==> src/rtl/imem_loader_pkg.sv <==
// Shared definitions for the instruction-memory loader: sizes and FSM states.
package imem_loader_pkg;

    localparam int unsigned MAX_WORDS = 4096;
    localparam int unsigned IMEM_AW   = 12;
    localparam int unsigned LEN_BYTES = 2;

    typedef enum logic [2:0] {
        LEN_HI,
        LEN_LO,
        DATA,
        WRITE,
        CHECK,
        DONE,
        ERR
    } state_t;

    // A word count is loadable when it is non-zero and fits the memory.
    function automatic logic len_valid(input logic [8*LEN_BYTES-1:0] n);
        return (n != '0) && (32'(n) <= MAX_WORDS);
    endfunction

endpackage

==> src/rtl/imem_loader_byte_packer.sv <==
// Shifts bytes MSB-first into a 32-bit word and flags the 4th byte of each word.
module byte_packer (
    input  logic        clock,
    input  logic        reset,
    input  logic        shift_en,
    input  logic [7:0]  byte_in,
    output logic [31:0] word,
    output logic        word_done
);

    logic [1:0] byte_cnt;

    // Shift register and byte-in-word counter; both hold while shift_en is low.
    always_ff @(posedge clock or posedge reset) begin
        if (reset) begin
            word     <= '0;
            byte_cnt <= '0;
        end else if (shift_en) begin
            word     <= {word[23:0], byte_in};
            byte_cnt <= byte_cnt + 2'd1;
        end
    end

    // The byte being shifted in now completes the word.
    always_comb begin
        word_done = shift_en && (byte_cnt == 2'd3);
    end

endmodule

==> src/rtl/imem_loader.sv <==
// Streams a length-prefixed, XOR-checksummed image into instruction memory
// and holds the processor in reset until the image is verified.
module imem_loader
    import imem_loader_pkg::*;
(
    input  logic               clock,
    input  logic               reset,
    input  logic               rx_valid,
    input  logic [7:0]         rx_data,
    output logic               rx_ready,
    output logic [IMEM_AW-1:0] imem_address,
    output logic [31:0]        imem_data,
    output logic               imem_wren,
    output logic               cpu_reset,
    output logic               done,
    output logic               error
);

    state_t                 state;
    state_t                 state_next;
    logic [7:0]             len_hi;
    logic [IMEM_AW:0]       n_words;
    logic [IMEM_AW-1:0]     word_idx;
    logic [7:0]             csum;
    logic [8*LEN_BYTES-1:0] len_rx;
    logic                   accept;
    logic                   data_shift;
    logic                   word_done;
    logic                   last_word;
    logic [31:0]            packed_word;

    assign accept     = rx_valid && rx_ready;
    assign data_shift = accept && (state == DATA);
    assign len_rx     = {len_hi, rx_data};
    // Index stops at the final word instead of stepping past it, so a
    // 4096-word image never wraps the 12-bit address.
    assign last_word  = (({1'b0, word_idx} + (IMEM_AW+1)'(1)) == n_words);

    assign imem_address = word_idx;
    assign imem_data    = packed_word;

    byte_packer u_packer (
        .clock     (clock),
        .reset     (reset),
        .shift_en  (data_shift),
        .byte_in   (rx_data),
        .word      (packed_word),
        .word_done (word_done)
    );

    // State register.
    always_ff @(posedge clock or posedge reset) begin
        if (reset) begin
            state <= LEN_HI;
        end else begin
            state <= state_next;
        end
    end

    // Length capture, running checksum and word index.
    always_ff @(posedge clock or posedge reset) begin
        if (reset) begin
            len_hi   <= '0;
            n_words  <= '0;
            word_idx <= '0;
            csum     <= '0;
        end else begin
            if ((state == LEN_HI) && accept) begin
                len_hi <= rx_data;
            end
            if ((state == LEN_LO) && accept) begin
                n_words <= len_rx[IMEM_AW:0];
            end
            if (data_shift) begin
                csum <= csum ^ rx_data;
            end
            if ((state == WRITE) && !last_word) begin
                word_idx <= word_idx + IMEM_AW'(1);
            end
        end
    end

    // Next-state logic and Moore outputs.
    always_comb begin
        state_next = state;
        rx_ready   = 1'b0;
        imem_wren  = 1'b0;
        cpu_reset  = 1'b1;
        done       = 1'b0;
        error      = 1'b0;
        unique case (state)
            LEN_HI: begin
                rx_ready = 1'b1;
                if (accept) state_next = LEN_LO;
            end
            LEN_LO: begin
                rx_ready = 1'b1;
                if (accept) state_next = len_valid(len_rx) ? DATA : ERR;
            end
            DATA: begin
                rx_ready = 1'b1;
                if (word_done) state_next = WRITE;
            end
            WRITE: begin
                imem_wren  = 1'b1;
                state_next = last_word ? CHECK : DATA;
            end
            CHECK: begin
                rx_ready = 1'b1;
                if (accept) state_next = (rx_data == csum) ? DONE : ERR;
            end
            DONE: begin
                done      = 1'b1;
                cpu_reset = 1'b0;
            end
            ERR: begin
                error = 1'b1;
            end
            default: begin
                state_next = ERR;
            end
        endcase
    end

endmodule

==> config.mk <==
export PLATFORM = sky130hd
export DESIGN_NAME = imem_loader
export DESIGN_NICKNAME = d
export VERILOG_FILES = /design/src/rtl/imem_loader_pkg.sv /design/src/rtl/imem_loader_byte_packer.sv /design/src/rtl/imem_loader.sv
export SDC_FILE = /design/constraint.sdc
export NUM_CORES = 1
export LEC_CHECK = 0
export CAP_MARGIN = 20
export CORE_ASPECT_RATIO = 1.1
export CORE_UTILIZATION = 53
export DETAILED_ROUTE_END_ITERATION = 7
export GPL_TIMING_DRIVEN = 0
export PLACE_DENSITY = 0.76
export SLEW_MARGIN = 0
export SYNTH_ARGS = -nofsm -noshare
export SYNTH_HDL_FRONTEND = slang
export SYNTH_SLANG_ARGS = --single-unit
==> constraint.sdc <==
create_clock -name clock -period 3.12 [get_ports clock]
set_input_delay 0.624 -clock clock [delete_from_list [all_inputs] [get_ports clock]]
set_output_delay 0.624 -clock clock [all_outputs]
set_load 0.02 [all_outputs]
==> results of run 1 <==
[sequential cells by signal, summed over array words and instances (netlist names)]
signal             count
u_packer.word         32
n_words               13
imem_address          12
csum                   8
len_hi                 8
state                  3
u_packer.byte_cnt      2
[synth_stat cells (2+ instances only)]
cell / number
xor2_1: 22
or4_1: 4
nor3_1: 6
a21oi_1: 2
a31oi_1: 2
o21ai_0: 3
nor3_2: 6
ha_1: 2
nor2_2: 2
nor2b_1: 2
nand4_1: 2
and2_1: 3
buf_6: 2
nor4_1: 7
nor4_4: 2
inv_1: 7
nand2_1: 114
clkbuf_1: 10
nand2b_1: 2
dfrtp_1: 78
mux2_2: 21
nand3_1: 10
and3_1: 2
nor2_1: 6
or4b_1: 2
xnor2_1: 22
[logic make-up (layout without fill, tap and decap cells)]
group | Yosys count | count (layout) | share of synthesized area, %
and+or+nand+nor | 177 | 177 | 23.4
DFF | 78 | 78 | 52.8
xor gates and xnor gates | 44 | 44 | 10.4
muxes | 22 | 22 | 6.80
buffers and inverters | 20 | 97 | 2.71
AOI/OAI and AO/OA | 15 | 15 | 3.18
adders and majority gates | 2 | 2 | 0.677
[metal layers]
| metal | share of wire [%] | track usage [%] | routed length, um | vias to the layer above |
|---|---|---|---|---|
| met5 | 0 | 0 | 0 | - |
| met4 | 1.7 | 11.0 | 136 | 0 |
| met3 | 3.9 | 3.33 | 303 | 13 |
| met2 | 46 | 36.1 | 3600 | 72 |
| met1 | 48 | 34.3 | 3790 | 1334 |
| li1 | - | - | - | 1342 |
[critical path, cell delays in order (launching register included)]
cell,delay [ns]
dfrtp_1,0.33
clkbuf_1,0.27
nand2_1,0.10
or2_2,0.29
clkbuf_8,0.18
inv_1,0.15
clkdlybuf4s50_1,0.63
[worst min path at each step]
stage	to	slack, ns	start	cells after the start
4_1_cts	u_packer.word[26]$_DFFE_PP0P_	0.48	u_packer.word[26]$_DFFE_PP0P_	2
2_1_floorplan	u_packer.byte_cnt[1]$_DFFE_PP0P_	0.45	u_packer.byte_cnt[1]$_DFFE_PP0P_	2
6_report	u_packer.word[30]$_DFFE_PP0P_	0.48	u_packer.word[30]$_DFFE_PP0P_	2
3_3_place_gp	u_packer.word[27]$_DFFE_PP0P_	0.46	u_packer.word[27]$_DFFE_PP0P_	2
3_5_place_dp	u_packer.word[26]$_DFFE_PP0P_	0.47	u_packer.word[26]$_DFFE_PP0P_	2
5_1_grt	u_packer.word[30]$_DFFE_PP0P_	0.50	u_packer.word[30]$_DFFE_PP0P_	2
[report_power, final]
| part | total (uW) | switching (uW) | internal (uW) |
|---|---|---|---|
| Clock | 820 | 371 | 449 |
| Sequential | 1040 | 13.5 | 1030 |
| Combinational | 89.3 | 50.3 | 39.0 |
| Total | 1950 | 435 | 1510 |
[metrics by stage]
stage / hold WS (ns) / worst slack, ns / instance area, sq um
2_1_floorplan: 0.450 / 0.501 / 3700
3_3_place_gp: 0.459 / -0.736 / 4390
3_5_place_dp: 0.466 / 0.353 / 4410
4_1_cts: 0.485 / 0.191 / 4630
5_1_grt: 0.499 / 0.0489 / 4630
6_report: 0.482 / 0.206 / 4630
[layout make-up]
class | count | area, sq um
Fill cell | 508 | 2040
Multi-Input combinational cell | 260 | 1640
Inverter | 7 | 28.8
Clock inverter | 6 | 86.3
Buffer | 13 | 73.8
Clock buffer | 10 | 128
Timing Repair Buffer | 61 | 618
Sequential cell | 78 | 1950
Tap cell | 82 | 103
==> flow_summary.yaml, run 1 <==
clock_network:
  cts_hold_buf: 0
  numCtsBuffers: 9
  cts_resized: 0
  clkTransAtPathRegs_ns: 0.08
  post_cts_buffers: 0
  cts_buffer_depth: 2
  h-tree-depth: 3
  root_buffer: "clkbuf_8"
  insertion_delay_ns: 0.35
  clock-sinks: 78
  tritoncts: "yes"
timing:
  drv_slew: 0
  slew_headroom_pct: 53.8
  finalCritPeriodShare_pct: 93.4
  hold_viol_final: 0
  tightest_slew_ns: 0.687
  finClkSkew_ns: 0.00754
  fin_crit_ns: 2.91
  finalSetupViolations: 0
  grt_setup_unrepaired: "no"
  finalSetupTns_ns: 0
  fmax_mhz: 343
power_and_ir_drop:
  power.density_nw_per_um2: 421
  vdd_drop_max_uv: 337
  power.leakage_uw: 0.00222
  power.total_uw: 1950
layout:
  final_cells: 517
  layout.nets: 443
  final_common_cell: "nand2_1"
  area_growth_pct: 25.4
  final_cell_mix: "nand2_1, dfrtp_1, clkdlybuf4s50_1, xnor2_1, xor2_1"
  antenna-diode-count: 0
  post-route-util_pct: 69.4
  drive_gt1_share_pct: 13.3
worst_setup_path:
  critical_path.max_fanout: 10
  end_kind: "primary output"
  crit_required_ns: 2.50
  rr_endpoint: "imem_address[4]$_DFFE_PP0P_"
  startpoint_type: "flip-flop"
  crit_type: "flip-flop to primary output"
  arrival_ns: 2.29
  reg2regPathDepth: 9
  startpoint: "state[1]$_DFFE_PP0P_"
  reg2reg_from: "imem_address[0]$_DFFE_PP0P_"
  r2r_slack_ns: 0.34
  setup.worst_path.end: "imem_wren"
logic_synthesis:
  synth_top_area_cell: "dfrtp_1"
  synth_ff_type: "dfrtp_1"
  yosysWarnings: 0
  synth.area.top_cells: "dfrtp_1, nand2_1, mux2_2, xnor2_1, xor2_1"
  synthCells: 358
  netlist_area_sq_um: 3700
  async_flop_share_pct: 100
  synth_enable_flop_cells: 0
  ys_seq_elements: 78
  ys_seq_area_share_pct: 52.8
  yosysTopAreaCellShare_pct: 52.8
  syn-num-nets: 371
  ys_types: 43
  syn_avg_cell_area_sq_um: 10.3
run:
  maxCapViolations: 0
floorplanning:
  die-area_sq_um: 7310
  ios: 60
  row_count: 31
  core_sq_um: 6670
  initial_core_util_pct: 55.4
  die_h_um: 89.6
  die_w_um: 81.6
drt:
  wirelength_um: 7840
  drc_errors: 0
  vias: 2761
  via_per_inst: 5.34
  drtPass1Iterations: 5
  drtIter0Drc: 146
  wl_per_cell_um: 15.2
  postRouteAntennaNets: 0
min_path:
  hold_path.class: "flip-flop to flip-flop"
grt:
  grt_max_degree: 43
  grt_antenna_before_repair: 0
  grt_overflow: 0
  grt_first_pass_wirelength_um: 12900
  grt_pass1_vias: 2638
  grtUsageTotal_pct: 23.9
place:
  dp_hpwl_um: 5690
  dp_cells: 500
  gp_congestion: 0.818
  port_buffers: 59
run_status:
  status: "completed"
Note: power is estimated with default switching activity, not from simulation.
==> inputs of run 2 (changes only) <==
--- a/config.mk
+++ b/config.mk
@@ -10,7 +10,7 @@
 export CORE_UTILIZATION = 53
 export DETAILED_ROUTE_END_ITERATION = 7
 export GPL_TIMING_DRIVEN = 0
-export PLACE_DENSITY = 0.76
+export PLACE_DENSITY_LB_ADDON = 0.3
 export SLEW_MARGIN = 0
 export SYNTH_ARGS = -nofsm -noshare
 export SYNTH_HDL_FRONTEND = slang
==> run 2 against run 1 <==
  * First-iteration DRC count rose by 2.7%
  * Combinational power rose by 0.4%
  * Utilization fell by 0.094 points
  * Design area fell by 0.13%
  * Non-clock buffer count fell by 1
  * Global-route usage fell by 0.081 points
  * Fmax rose by 0.14%
  * Hold slack got worse by 0.0016 ns
  * Critical path depth did not move
  * Power fell by 1.8%
  * Setup slack improved by 0.0042 ns
  * Largest cell class unchanged
==> flow_summary.yaml, run 2 (synthesis results as in run 1) <==
floorplanning:
  ios: 60
  die-area_sq_um: 7310
  die_w_um: 81.6
  die_h_um: 89.6
  initial_core_util_pct: 55.4
  core_sq_um: 6670
  row_count: 31
power_and_ir_drop:
  p_clk_share_pct: 41.0
  vdd_drop_max_uv: 324
  p_comb_share_pct: 4.7
  pwr-share-seq_pct: 54.3
  power.density_nw_per_um2: 414
  p_sw_share_pct: 21.8
  power.leakage_uw: 0.00221
  power.internal_uw: 1500
  switchingPower_uw: 418
layout:
  antenna-diode-count: 0
  n_fill_cell: 535
  final_cell_mix: "nand2_1, dfrtp_1, clkdlybuf4s50_1, xnor2_1, xor2_1"
  layout.nets: 442
  post-route-util_pct: 69.4
  seqCellArea_sq_um: 1950
  top_register: "u_packer.word"
  largest_reg_flops: 32
  multi_input_area_sq_um: 1640
  drive_gt1_share_pct: 13.2
  final_common_cell: "nand2_1"
  area_growth_pct: 25.2
run:
  maxCapViolations: 0
worst_setup_path:
  reg2reg_from: "imem_address[0]$_DFFE_PP0P_"
  arrival_ns: 2.29
  startpoint: "state[1]$_DFFE_PP0P_"
  crit_family: "buffers and inverters"
  critical_path.max_fanout: 10
  crit_path_max_incr_delay_ns: 0.62
  reg2regPathDepth: 9
  end_kind: "primary output"
  startpoint_type: "flip-flop"
  crit_buf_inv: 4
  cp_cell_sequence: "clkbuf_1, nand2_1, or2_2, clkbuf_8, inv_1, clkdlybuf4s50_1"
  crit_type: "flip-flop to primary output"
  slowest_stage: "clkdlybuf4s50_1"
  rr_endpoint: "imem_address[5]$_DFFE_PP0P_"
  r2r_slack_ns: 0.33
  crit_required_ns: 2.50
grt:
  grt_first_pass_wirelength_um: 12800
  grt_antenna_before_repair: 0
  grt_pass1_vias: 2677
  grt_max_degree: 68
  grt_overflow: 0
  grtUsageTotal_pct: 23.8
drt:
  wl_per_cell_um: 15.2
  postRouteAntennaNets: 0
  vias: 2803
  via_per_inst: 5.44
  drtPass1Iterations: 4
  drc_errors: 0
  drtIter0Drc: 150
  wirelength_um: 7820
timing:
  hold_viol_final: 0
  grt_setup_unrepaired: "no"
  finalCritPeriodShare_pct: 93.3
  fin_crit_ns: 2.91
  finClkSkew_ns: 0.00766
  slew_headroom_pct: 25.5
  fmax_mhz: 344
  finalSetupTns_ns: 0
  finalSetupViolations: 0
  drv_slew: 0
  tightest_slew_ns: 1.11
clock_network:
  cts_buffer_depth: 2
  insertion_delay_ns: 0.34
  cts_hold_buf: 0
  h-tree-depth: 3
  post_cts_buffers: 0
  tritoncts: "yes"
  root_buffer: "clkbuf_8"
  cts_resized: 0
  clock-sinks: 78
  numCtsBuffers: 9
  clkTransAtPathRegs_ns: 0.08
min_path:
  hold_path.class: "flip-flop to flip-flop"
  whs_path_depth: 2
  min_to: "u_packer.word[25]$_DFFE_PP0P_"
  hold_start: "u_packer.word[25]$_DFFE_PP0P_"
run_status:
  status: "completed"
place:
  port_buffers: 59
  gp_congestion: 0.831
  dp_hpwl_um: 5740
[run 2: how the worst max path moves through the flow]
stage,cells after the start,slack (ns),endpoint
detailed placement,9,0.41,imem_address[4]$_DFFE_PP0P_
finish,6,0.21,imem_wren
global route,6,0.03,imem_wren
CTS,6,0.20,imem_wren
global placement,2,-0.67,len_hi[1]$_DFFE_PP0P_
floorplan,1,0.50,csum[0]$_DFFE_PP0P_
[run 2: worst register-to-register path, cell delays in order, from the launching register on]
cell	delay (ns)
dfrtp_1	0.48
ha_1	0.29
nand3_1	0.30
nor2_1	0.22
xnor2_1	0.16
or4b_1	0.51
nor4_4	0.26
buf_6	0.23
nor3_2	0.07
xor2_1	0.14
[run 2: power groups by stage]
stage / logic, uW / clock network (uW) / registers [uW]
2_1_floorplan: 37.8 / 0 / 1060
3_3_place_gp: 85.0 / 0 / 1060
3_5_place_dp: 91.5 / 0 / 1060
4_1_cts: 91.9 / 802 / 1040
5_1_grt: 99.2 / 843 / 1040
6_report: 89.7 / 784 / 1040
[run 2: area by class of cell]
cell class,instances,area share (%)
plain buffers,13,1.60
clock buffers,12,3.57
clock inverters,3,0.919
inverters,7,0.622
multi-input cells,260,35.5
flip-flops and latches,78,42.2
well taps,82,2.22
repair buffers,60,13.4
[run 2: metal layers]
metal	track usage, %	share of wire (%)	routed length, um
met5	0	0	0
met4	8.61	1.6	123
met3	5.25	5.5	432
met2	38.3	49	3860
met1	31.8	43	3400
[run 2: through the flow]
step | power (uW) | hold WS, ns | setup WS, ns | instance area, sq um | cells
2_1_floorplan | 1100 | 0.450 | 0.501 | 3700 | 358
3_3_place_gp | 1140 | 0.460 | -0.674 | 4390 | 499
3_5_place_dp | 1150 | 0.466 | 0.412 | 4420 | 500
4_1_cts | 1930 | 0.486 | 0.199 | 4630 | 515
5_1_grt | 1980 | 0.504 | 0.0297 | 4630 | 515
6_report | 1910 | 0.480 | 0.210 | 4630 | 515
==> inputs of run 3 (changes only) <==
--- a/config.mk
+++ b/config.mk
@@ -7,9 +7,10 @@
 export LEC_CHECK = 0
 export CAP_MARGIN = 20
 export CORE_ASPECT_RATIO = 1.1
-export CORE_UTILIZATION = 53
+export CORE_UTILIZATION = 50
 export DETAILED_ROUTE_END_ITERATION = 7
 export GPL_TIMING_DRIVEN = 0
+export MAX_ROUTING_LAYER = met4
 export PLACE_DENSITY_LB_ADDON = 0.3
 export SLEW_MARGIN = 0
 export SYNTH_ARGS = -nofsm -noshare
==> run 3 against run 2 <==
  * The run now ends with design-rule violations left
  * Die area is 5.9% higher
  * Wire length rose by 1.7%
  * Global-route usage shrank 0.55 points
  * Sequential share of layout area decreased by 0.16 points
  * Combinational power decreased by 0.4%
  * Non-clock buffer count is 1 higher
  * Hold slack got worse by 0.0032 ns
  * Utilization shrank 3.8 points
  * Sequential power about the same
  * Clock-buffer cell count shrank 2
  * Critical endpoint unchanged
  * Largest power group unchanged
==> flow_summary.yaml, run 3 (synthesis results as in run 1) <==
layout:
  drive_gt1_share_pct: 13.3
  final_cells: 520
  final_cell_mix: "nand2_1, dfrtp_1, clkdlybuf4s50_1, xnor2_1, xor2_1"
  top_register: "u_packer.word"
  area_growth_pct: 25.7
  antenna-diode-count: 0
  largest_reg_flops: 32
  layout.nets: 443
  final_common_cell: "nand2_1"
timing:
  tightest_slew_ns: 0.670
  hold_viol_final: 0
  finalSetupTns_ns: 0
  finClkSkew_ns: 0.0126
  fmax_mhz: 342
  drv_slew: 0
  finalCritPeriodShare_pct: 93.8
  fin_crit_ns: 2.93
  finalSetupViolations: 0
  slew_headroom_pct: 55.0
  fin_ws_ns: 0.195
  grt_setup_unrepaired: "no"
grt:
  grt_overflow: 0
  grt_max_degree: 45
  grtUsageTotal_pct: 23.3
  grt_pass1_vias: 2612
  grt_antenna_before_repair: 0
  grt_first_pass_wirelength_um: 13300
floorplanning:
  initial_core_util_pct: 52.2
  die_h_um: 92.2
  row_count: 32
  core_sq_um: 7090
  ios: 60
  die-area_sq_um: 7740
  die_w_um: 84.0
worst_setup_path:
  reg2regPathDepth: 8
  startpoint: "state[1]$_DFFE_PP0P_"
  crit_required_ns: 2.50
  rr_endpoint: "imem_address[11]$_DFFE_PP0P_"
  startpoint_type: "flip-flop"
  critical_path.max_fanout: 10
  setup.worst_path.end: "imem_wren"
  r2r_slack_ns: 0.37
  reg2reg_from: "imem_address[0]$_DFFE_PP0P_"
  arrival_ns: 2.30
  end_kind: "primary output"
  crit_type: "flip-flop to primary output"
power_and_ir_drop:
  power.leakage_uw: 0.00222
  power.density_nw_per_um2: 421
  vdd_drop_max_uv: 289
  power.total_uw: 1950
drt:
  drtIter0Drc: 159
  via_per_inst: 5.36
  wl_per_cell_um: 15.3
  vias: 2785
  postRouteAntennaNets: 0
  wirelength_um: 7950
  drtPass1Iterations: 6
  drc_errors: 8
clock_network:
  clock-sinks: 78
  numCtsBuffers: 9
  h-tree-depth: 3
  post_cts_buffers: 0
  root_buffer: "clkbuf_8"
  cts_hold_buf: 0
  insertion_delay_ns: 0.35
  cts_buffer_depth: 2
  cts_resized: 0
  tritoncts: "yes"
  clkTransAtPathRegs_ns: 0.08
place:
  dp_hpwl_um: 5860
  port_buffers: 59
  gp_congestion: 0.847
  post-place-ws_ns: 0.371
  dp_cells: 503
run_status:
  status: "finished with violations"
  violations: "design-rule violations"
run:
  maxCapViolations: 0
min_path:
  hold_path.class: "flip-flop to flip-flop"
## run 3: cell count changes in the layout (fill, tap and decap cells not counted)
cell,before,now
bufinv_16,1,2
clkbuf_1,10,11
clkbuf_4,0,1
clkbuf_8,13,10
clkinv_2,1,2
clkinv_4,0,1
## run 3: metrics by stage
step / cell area, sq um / util, % / hold slack (ns)
floorplan: 3700 / - / 0.450
global placement: 4390 / 62.0 / 0.459
detailed placement: 4420 / 62.4 / 0.462
CTS: 4640 / 65.4 / 0.482
global route: 4640 / 65.5 / 0.504
finish: 4640 / 65.5 / 0.477
## run 3: final cells by class
| type | count | area [sq um] |
|---|---|---|
| Multi-Input combinational cell | 260 | 1640 |
| Buffer | 13 | 73.8 |
| Tap cell | 85 | 106 |
| Inverter | 7 | 28.8 |
| Clock buffer | 10 | 128 |
| Clock inverter | 6 | 86.3 |
| Sequential cell | 78 | 1950 |
| Fill cell | 571 | 2440 |
| Timing Repair Buffer | 61 | 626 |
## run 3: power breakdown
part	switching [uW]	internal [uW]	leakage, uW
Clock	375	449	0.000106
Combinational	49.3	39.9	0.00106
Sequential	13.6	1030	0.00105
## run 3: layer usage
layer,vias up,GRT usage [%],wire [um]
met5,-,-,0
met2,56,34.0,3730
met4,0,7.47,111
met3,9,5.22,279
met1,1384,32.4,3840
li1,1336,-,-
## run 3: worst min-delay path by stage
stage | from | to | cells past startpoint
after global routing | u_packer.byte_cnt[0]$_DFFE_PP0P_ | u_packer.byte_cnt[0]$_DFFE_PP0P_ | 1
after detailed placement | u_packer.word[24]$_DFFE_PP0P_ | u_packer.word[24]$_DFFE_PP0P_ | 2
after CTS | u_packer.word[24]$_DFFE_PP0P_ | u_packer.word[24]$_DFFE_PP0P_ | 2
after global placement | u_packer.word[24]$_DFFE_PP0P_ | u_packer.word[24]$_DFFE_PP0P_ | 2
after floorplan | u_packer.byte_cnt[1]$_DFFE_PP0P_ | u_packer.byte_cnt[1]$_DFFE_PP0P_ | 2
final | u_packer.word[24]$_DFFE_PP0P_ | u_packer.word[24]$_DFFE_PP0P_ | 2
## run 3: critical path, stage by stage (launching register included)
cell and delay (ns):
dfrtp_1 0.32, clkbuf_1 0.27, nand2_1 0.10, or2_2 0.29
clkbuf_8 0.18, inv_1 0.16, clkdlybuf4s50_1 0.63
